===== config.mk =====
export PLATFORM = sky130hd
export DESIGN_NAME = mac_job_sched
export DESIGN_NICKNAME = d
export VERILOG_FILES = /design/src/rtl/mac_sched_pkg.sv /design/src/rtl/rr_arbiter.sv /design/src/rtl/mac_job_sched.sv
export SDC_FILE = /design/constraint.sdc
export NUM_CORES = 1
export LEC_CHECK = 0
export ABC_CLOCK_PERIOD_IN_PS = 2100
export CAP_MARGIN = 20
export CORE_ASPECT_RATIO = 1.1
export CORE_MARGIN = 10
export CORE_UTILIZATION = 36
export DETAILED_ROUTE_END_ITERATION = 8
export PLACE_DENSITY = 0.87
export SLEW_MARGIN = 20
export SYNTH_ARGS = -nofsm -noshare
export SYNTH_HDL_FRONTEND = slang
export SYNTH_SLANG_ARGS = --single-unit

===== constraint.sdc =====
create_clock -name clk -period 2.1 [get_ports clk]
set_clock_uncertainty 0.05 [all_clocks]
set_input_delay 0.42 -clock clk [delete_from_list [all_inputs] [get_ports clk]]
set_output_delay 0.42 -clock clk [all_outputs]
set_load 0.01 [all_outputs]

===== src/rtl/mac_sched_pkg.sv =====
// Shared types and constants for the MAC job scheduler.
//   sched_state_t : scheduler FSM states
//   A_W_DEF/F_W_DEF : default operand / result widths
//   F_MAX/F_MIN : saturation limits of a default-width result
package mac_sched_pkg;

    typedef enum logic [2:0] {
        IDLE,
        CLEAR,
        STREAM,
        DRAIN,
        RESULT
    } sched_state_t;

    localparam int unsigned A_W_DEF = 14;
    localparam int unsigned F_W_DEF = 28;

    localparam logic [F_W_DEF-1:0] F_MAX = {1'b0, {(F_W_DEF-1){1'b1}}};
    localparam logic [F_W_DEF-1:0] F_MIN = {1'b1, {(F_W_DEF-1){1'b0}}};

endpackage


===== src/rtl/rr_arbiter.sv =====
// Round-robin request picker: first set request at or after ptr, circularly.
//   req   : request bits
//   ptr   : search start index
//   grant : one-hot grant (zero if no request)
//   idx   : index of the granted request (0 if none)
module rr_arbiter #(
    parameter int unsigned NREQ = 4
) (
    input  logic [NREQ-1:0]          req,
    input  logic [$clog2(NREQ)-1:0]  ptr,
    output logic [NREQ-1:0]          grant,
    output logic [$clog2(NREQ)-1:0]  idx
);

    localparam int unsigned IW = $clog2(NREQ);

    // Walk offsets 0..NREQ-1 from ptr; the first hit wins.
    always_comb begin
        int unsigned c;
        logic        found;
        c     = 0;
        found = 1'b0;
        grant = '0;
        idx   = '0;
        for (int unsigned k = 0; k < NREQ; k++) begin
            c = 32'(ptr) + k;
            if (c >= NREQ) c = c - NREQ;
            if (!found && req[IW'(c)]) begin
                found          = 1'b1;
                grant[IW'(c)]  = 1'b1;
                idx            = IW'(c);
            end
        end
    end

endmodule


===== src/rtl/mac_job_sched.sv =====
// Round-robin job scheduler sharing one MAC among NREQ requesters.
// Clears the MAC, streams one requester's operand pairs, drains the MAC
// pipeline and presents the accumulated result tagged with the requester id.
//   clk, reset (sync, active-low)
//   req_valid/req_ready/req_a/req_b/req_last : per-requester element streams
//   mac_a/mac_b/mac_valid_in/mac_clear       : to the MAC
//   mac_f/mac_valid_out                      : from the MAC
//   res_valid/res_ready/res_f/res_id         : job result handshake
//   res_sat : result-is-saturated flag, only with MAC_JOB_SCHED_SAT_FLAG_EN
module mac_job_sched
    import mac_sched_pkg::*;
#(
    parameter int unsigned NREQ    = 4,
    parameter int unsigned A_W     = A_W_DEF,
    parameter int unsigned F_W     = F_W_DEF,
    parameter int unsigned MAC_LAT = 3
) (
    input  logic                     clk,
    input  logic                     reset,
    input  logic [NREQ-1:0]          req_valid,
    output logic [NREQ-1:0]          req_ready,
    input  logic [NREQ*A_W-1:0]      req_a,
    input  logic [NREQ*A_W-1:0]      req_b,
    input  logic [NREQ-1:0]          req_last,
    output logic [A_W-1:0]           mac_a,
    output logic [A_W-1:0]           mac_b,
    output logic                     mac_valid_in,
    output logic                     mac_clear,
    input  logic [F_W-1:0]           mac_f,
    input  logic                     mac_valid_out,
    output logic                     res_valid,
    input  logic                     res_ready,
    output logic [F_W-1:0]           res_f,
    output logic [$clog2(NREQ)-1:0]  res_id
`ifdef MAC_JOB_SCHED_SAT_FLAG_EN
    ,
    output logic                     res_sat
`endif
);

    localparam int unsigned IW = $clog2(NREQ);
    localparam int unsigned CW = $clog2(MAC_LAT + 2);

    sched_state_t   state_q, state_d;
    logic [IW-1:0]  grant_q, rr_ptr_q, arb_idx;
    logic [NREQ-1:0] arb_grant;
    logic           arb_any;
    logic [CW-1:0]  outst_q;
    logic [A_W-1:0] mac_a_q, mac_b_q, sel_a, sel_b;
    logic [F_W-1:0] res_f_q;
    logic [IW-1:0]  res_id_q;
    logic           accept, dec, capture;

    rr_arbiter #(.NREQ(NREQ)) u_arb (
        .req   (req_valid),
        .ptr   (rr_ptr_q),
        .grant (arb_grant),
        .idx   (arb_idx)
    );

    assign arb_any = |arb_grant;

    assign sel_a   = req_a[grant_q*A_W +: A_W];
    assign sel_b   = req_b[grant_q*A_W +: A_W];
    assign accept  = (state_q == STREAM) && req_valid[grant_q];
    // Late MAC outputs with nothing outstanding (e.g. after reset) are ignored.
    assign dec     = mac_valid_out && (outst_q != '0);
    assign capture = (state_q == DRAIN) && dec && (outst_q == CW'(1));

    // Element path is combinational so each accept reaches the MAC the same cycle;
    // on gaps the operand bus holds the last forwarded pair.
    assign mac_valid_in = accept;
    assign mac_a        = accept ? sel_a : mac_a_q;
    assign mac_b        = accept ? sel_b : mac_b_q;
    assign mac_clear    = (state_q == CLEAR);
    assign res_valid    = (state_q == RESULT);
    assign res_f        = res_f_q;
    assign res_id       = res_id_q;

    // Only the granted requester is readied, and only while streaming.
    always_comb begin
        req_ready = '0;
        if (state_q == STREAM) req_ready[grant_q] = 1'b1;
    end

    // Next-state logic.
    always_comb begin
        state_d = state_q;
        case (state_q)
            IDLE:    if (arb_any) state_d = CLEAR;
            CLEAR:   state_d = STREAM;
            STREAM:  if (accept && req_last[grant_q]) state_d = DRAIN;
            DRAIN:   if (capture) state_d = RESULT;
            RESULT:  if (res_ready) state_d = IDLE;
            default: state_d = IDLE;
        endcase
    end

    // State, grant, pointer, outstanding counter and result registers.
    always_ff @(posedge clk) begin
        if (!reset) begin
            state_q  <= IDLE;
            grant_q  <= '0;
            rr_ptr_q <= '0;
            outst_q  <= '0;
            mac_a_q  <= '0;
            mac_b_q  <= '0;
            res_f_q  <= '0;
            res_id_q <= '0;
        end else begin
            state_q <= state_d;
            if (state_q == IDLE && arb_any) grant_q <= arb_idx;
            if (accept) begin
                mac_a_q <= sel_a;
                mac_b_q <= sel_b;
            end
            case ({accept, dec})
                2'b10:   outst_q <= outst_q + CW'(1);
                2'b01:   outst_q <= outst_q - CW'(1);
                default: outst_q <= outst_q;
            endcase
            if (capture) begin
                res_f_q  <= mac_f;
                res_id_q <= grant_q;
            end
            if (state_q == RESULT && res_ready)
                rr_ptr_q <= (grant_q == IW'(NREQ - 1)) ? '0 : grant_q + IW'(1);
        end
    end

`ifdef MAC_JOB_SCHED_SAT_FLAG_EN
    localparam logic [F_W-1:0] SAT_HI = {1'b0, {(F_W-1){1'b1}}};
    localparam logic [F_W-1:0] SAT_LO = {1'b1, {(F_W-1){1'b0}}};
    logic res_sat_q;

    // Flag results pinned at either saturation limit.
    always_ff @(posedge clk) begin
        if (!reset)       res_sat_q <= 1'b0;
        else if (capture) res_sat_q <= (mac_f == SAT_HI) || (mac_f == SAT_LO);
    end

    assign res_sat = res_sat_q;
`endif

endmodule

==> results.toml <==
[run_status]
status = "finished, violations left"
violations = "setup timing"

[route]
drc = 0
vias = 3726
wl_met1_um = 5307
maxUsedRoutingLayer = "met4"
dr.pass1.iters = 4
routed_wl_um = 14820
drtIter0Drc = 107
ant_nets = 0
routedWlPerCell_um = 20.06
met2WireLength_um = 7452
dr_wl_met3_um = 1768
vias_per_cell = 5.042

[place]
dpl_cell_area_um2 = 6534
place.port_buffers = 216
pre_cts_ws_ns = -0.9950
dp_hpwl_um = 11810
place.gp.congestion = 0.8594

[min_path]
hold_class = "in2reg"

[clocking]
ctsRootBufferMaster = "clkbuf_16"
postCtsHoldBufs = 0
cts_tree = "done"
cts_sinks = 68
numCtsBuffers = 9
clock_path_buffers = 2
clock_latency_ns = 0.32
htreeDepth = 3
clk_pin_slew_ns = 0.05

[floorplanning]
die-area_um2 = 15920
start_util = 0.3702
row_count = 40
ioPinCount = 217
die_h_um = 131.4
dieWidth_um = 121.2
core-area_um2 = 10960

[sta]
fin_crit_sh = 1.216
slew_viol_final = 0
whs_ns = 0.4155
setup_slack_ns = -0.4541
setup_viol = 32
rsz0062_at_grt = "true"
slew_headroom = 0.7216
period_needed_ns = 2.554
timing.fmax_ghz = 0.3915
finalHoldViolCount = 0
worst_pin_slew_ns = 0.4139

[setup_path]
cp_cell_sequence = "mux4_2, nand2_4, buf_12, buf_12, mux2_4, buf_6"
critPathMaxStageDelay_ns = 0.55
cp_data_arrival_time_ns = 2.08
endpoint_kind = "output pin"
path_max_fanout = 5
cp_data_required_time_ns = 1.63
criticalPathCategory = "reg2out"
crit_top_cell = "buf_12"
critPathSlowestCell = "mux4_2"
start_kind = "register"

[synthesis]
synth_top_flop_cell = "dfxtp_1"
syn-num-nets = 514
ys_async_sr_fraction = 0
syn_area_per_cell_um2 = 11.69
yosys_warnings = 0
synthCells = 347
synth_top_area_share = 0.3355
synthTopCellsByArea = "dfxtp_1, mux4_2, mux2i_1"
synth_area_leader_cell = "dfxtp_1"
ys_seq_elements = 68
seq_area_frac_synth = 0.3355
syn_area_um2 = 4058
synth_common_cells = "dfxtp_1, and2_1, mux2i_1"
ys_types = 47
synth_most_common_cell = "dfxtp_1"
synth_edf_count = 0

[pwr]
p_total_mw = 4.022
powerDensity_nw_per_um2 = 565.9
power.leakage_nw = 3.090
ir_drop_v = 0.0003028

[cells_and_area]
drive_gt1_frac = 0.2707
nFillCells = 828
syn2layout_area_growth_pct = 75.18
fin_area_um2 = 7108
fin_nets = 755
fin_util = 0.6485
multi_input_area_um2 = 2579
ff_latch_area_um2 = 1369

[grt]
overflow = 0
grt_use_total = 0.1831
antenna_found_initial = 1
grt_first_pass_wirelength_um = 23160
grt_pass1_vias = 4215
grt_max_degree = 40

[run]
cap_violations = 0
[cells in the final DEF (no fill, tap or decap), types with 2 or more instances in the layout]
cell             synthesis  final
clkinv_2                 0      2
o21ai_0                  6      4
dlymetal6s2s_1           0      4
buf_12                   0      6
mux2i_1                 36     36
mux2_4                  10     28
dfxtp_2                  0      3
a211oi_1                 2      2
o21ai_1                  1      3
xnor2_1                  2      2
buf_16                   0      2
clkbuf_16                0     10
mux4_2                  33     33
ha_4                     0      2
a21oi_1                  5      5
nor3_1                   3      2
clkbuf_8                 2      3
nor2_1                   6      5
inv_1                   11     11
nor2b_1                 33     33
nand2_1                  7      7
buf_6                    6     31
dlygate4sd2_1            0      6
buf_4                    2     29
ha_1                    15     13
and2_1                  36     36
or3_1                    2      2
clkdlybuf4s50_1          0    176
dfxtp_1                 68     64
[stage by stage]
step / instances / setup TNS (ns)
floorplan: 347 / -0.3930
global placement: 715 / -33.78
detailed placement: 715 / -37.77
CTS: 735 / -14.03
global route: 738 / -13.83
finish: 739 / -12.39
[timing repair]
action                     in CTS  in global routing
gates cloned                    3                  1
setup endpoints to repair      40                 41
pin swaps                       0                  4
resized for setup             171                 26
buffers inserted                4                  5
[cell families (layout without fill, tap and decap cells)]
group,after synthesis,count (layout),synth area share
simple gates,100,100,0.1496
mux,98,98,0.3654
flops,68,68,0.3355
buf+inv,39,283,0.05612
compound gates,25,25,0.04286
fa+ha+maj,15,15,0.04625
xor+xnor,2,2,0.004318
other cells,0,1,0
[metal layers]
layer | global-route usage | vias up
li1 | - | 1728
met5 | 0 | -
met2 | 0.3091 | 197
met3 | 0.09512 | 21
met1 | 0.1906 | 1780
met4 | 0.06034 | 0
[flip-flops by register name, indices dropped and copies added (netlist names)]
signal,flops
grant_q,2
outst_q,3
mac_b_q,14
rr_ptr_q,2
res_f,28
state_q,3
mac_a_q,14
res_id,2
[path summary, 6_finish.rpt]
path	startpoint	endpoint	slack, ns	cells after the start
max reg2reg	grant_q[0]$_SDFFE_PN0P_	outst_q[2]$_SDFFE_PN0P_	-0.07	8
min reg2reg	res_f[24]$_SDFFE_PN0P_	res_f[24]$_SDFFE_PN0P_	0.47	2
min	reset	grant_q[1]$_SDFFE_PN0P_	0.42	3
max	grant_q[0]$_SDFFE_PN0P_	mac_a[8]	-0.45	6
[cell type report]
| cell class | instances | share of cell area |
|---|---|---|
| diodes | 1 | 0.0003521 |
| flip-flops and latches | 68 | 0.1926 |
| well taps | 147 | 0.02588 |
| multi-input cells | 240 | 0.3628 |
| clock inverters | 2 | 0.001408 |
| repair buffers | 258 | 0.3737 |
| inverters | 11 | 0.005809 |
| clock buffers | 12 | 0.03749 |
[worst max-delay path: cells and delay by family, from the launching register on]
| family | cells | cell delay (ns) |
|---|---|---|
| buffers and inverters | 3 | 0.40 |
| DFF | 1 | 0.36 |
| and+or+nand+nor | 1 | 0.13 |
| muxes | 2 | 0.87 |
[where the power goes]
part	switching, mW	internal [mW]
Sequential	0.0336	1.34
Combinational	0.434	0.800
Clock	0.533	0.878
Total	1.00	3.02
Power figures use the tool's default switching activity.
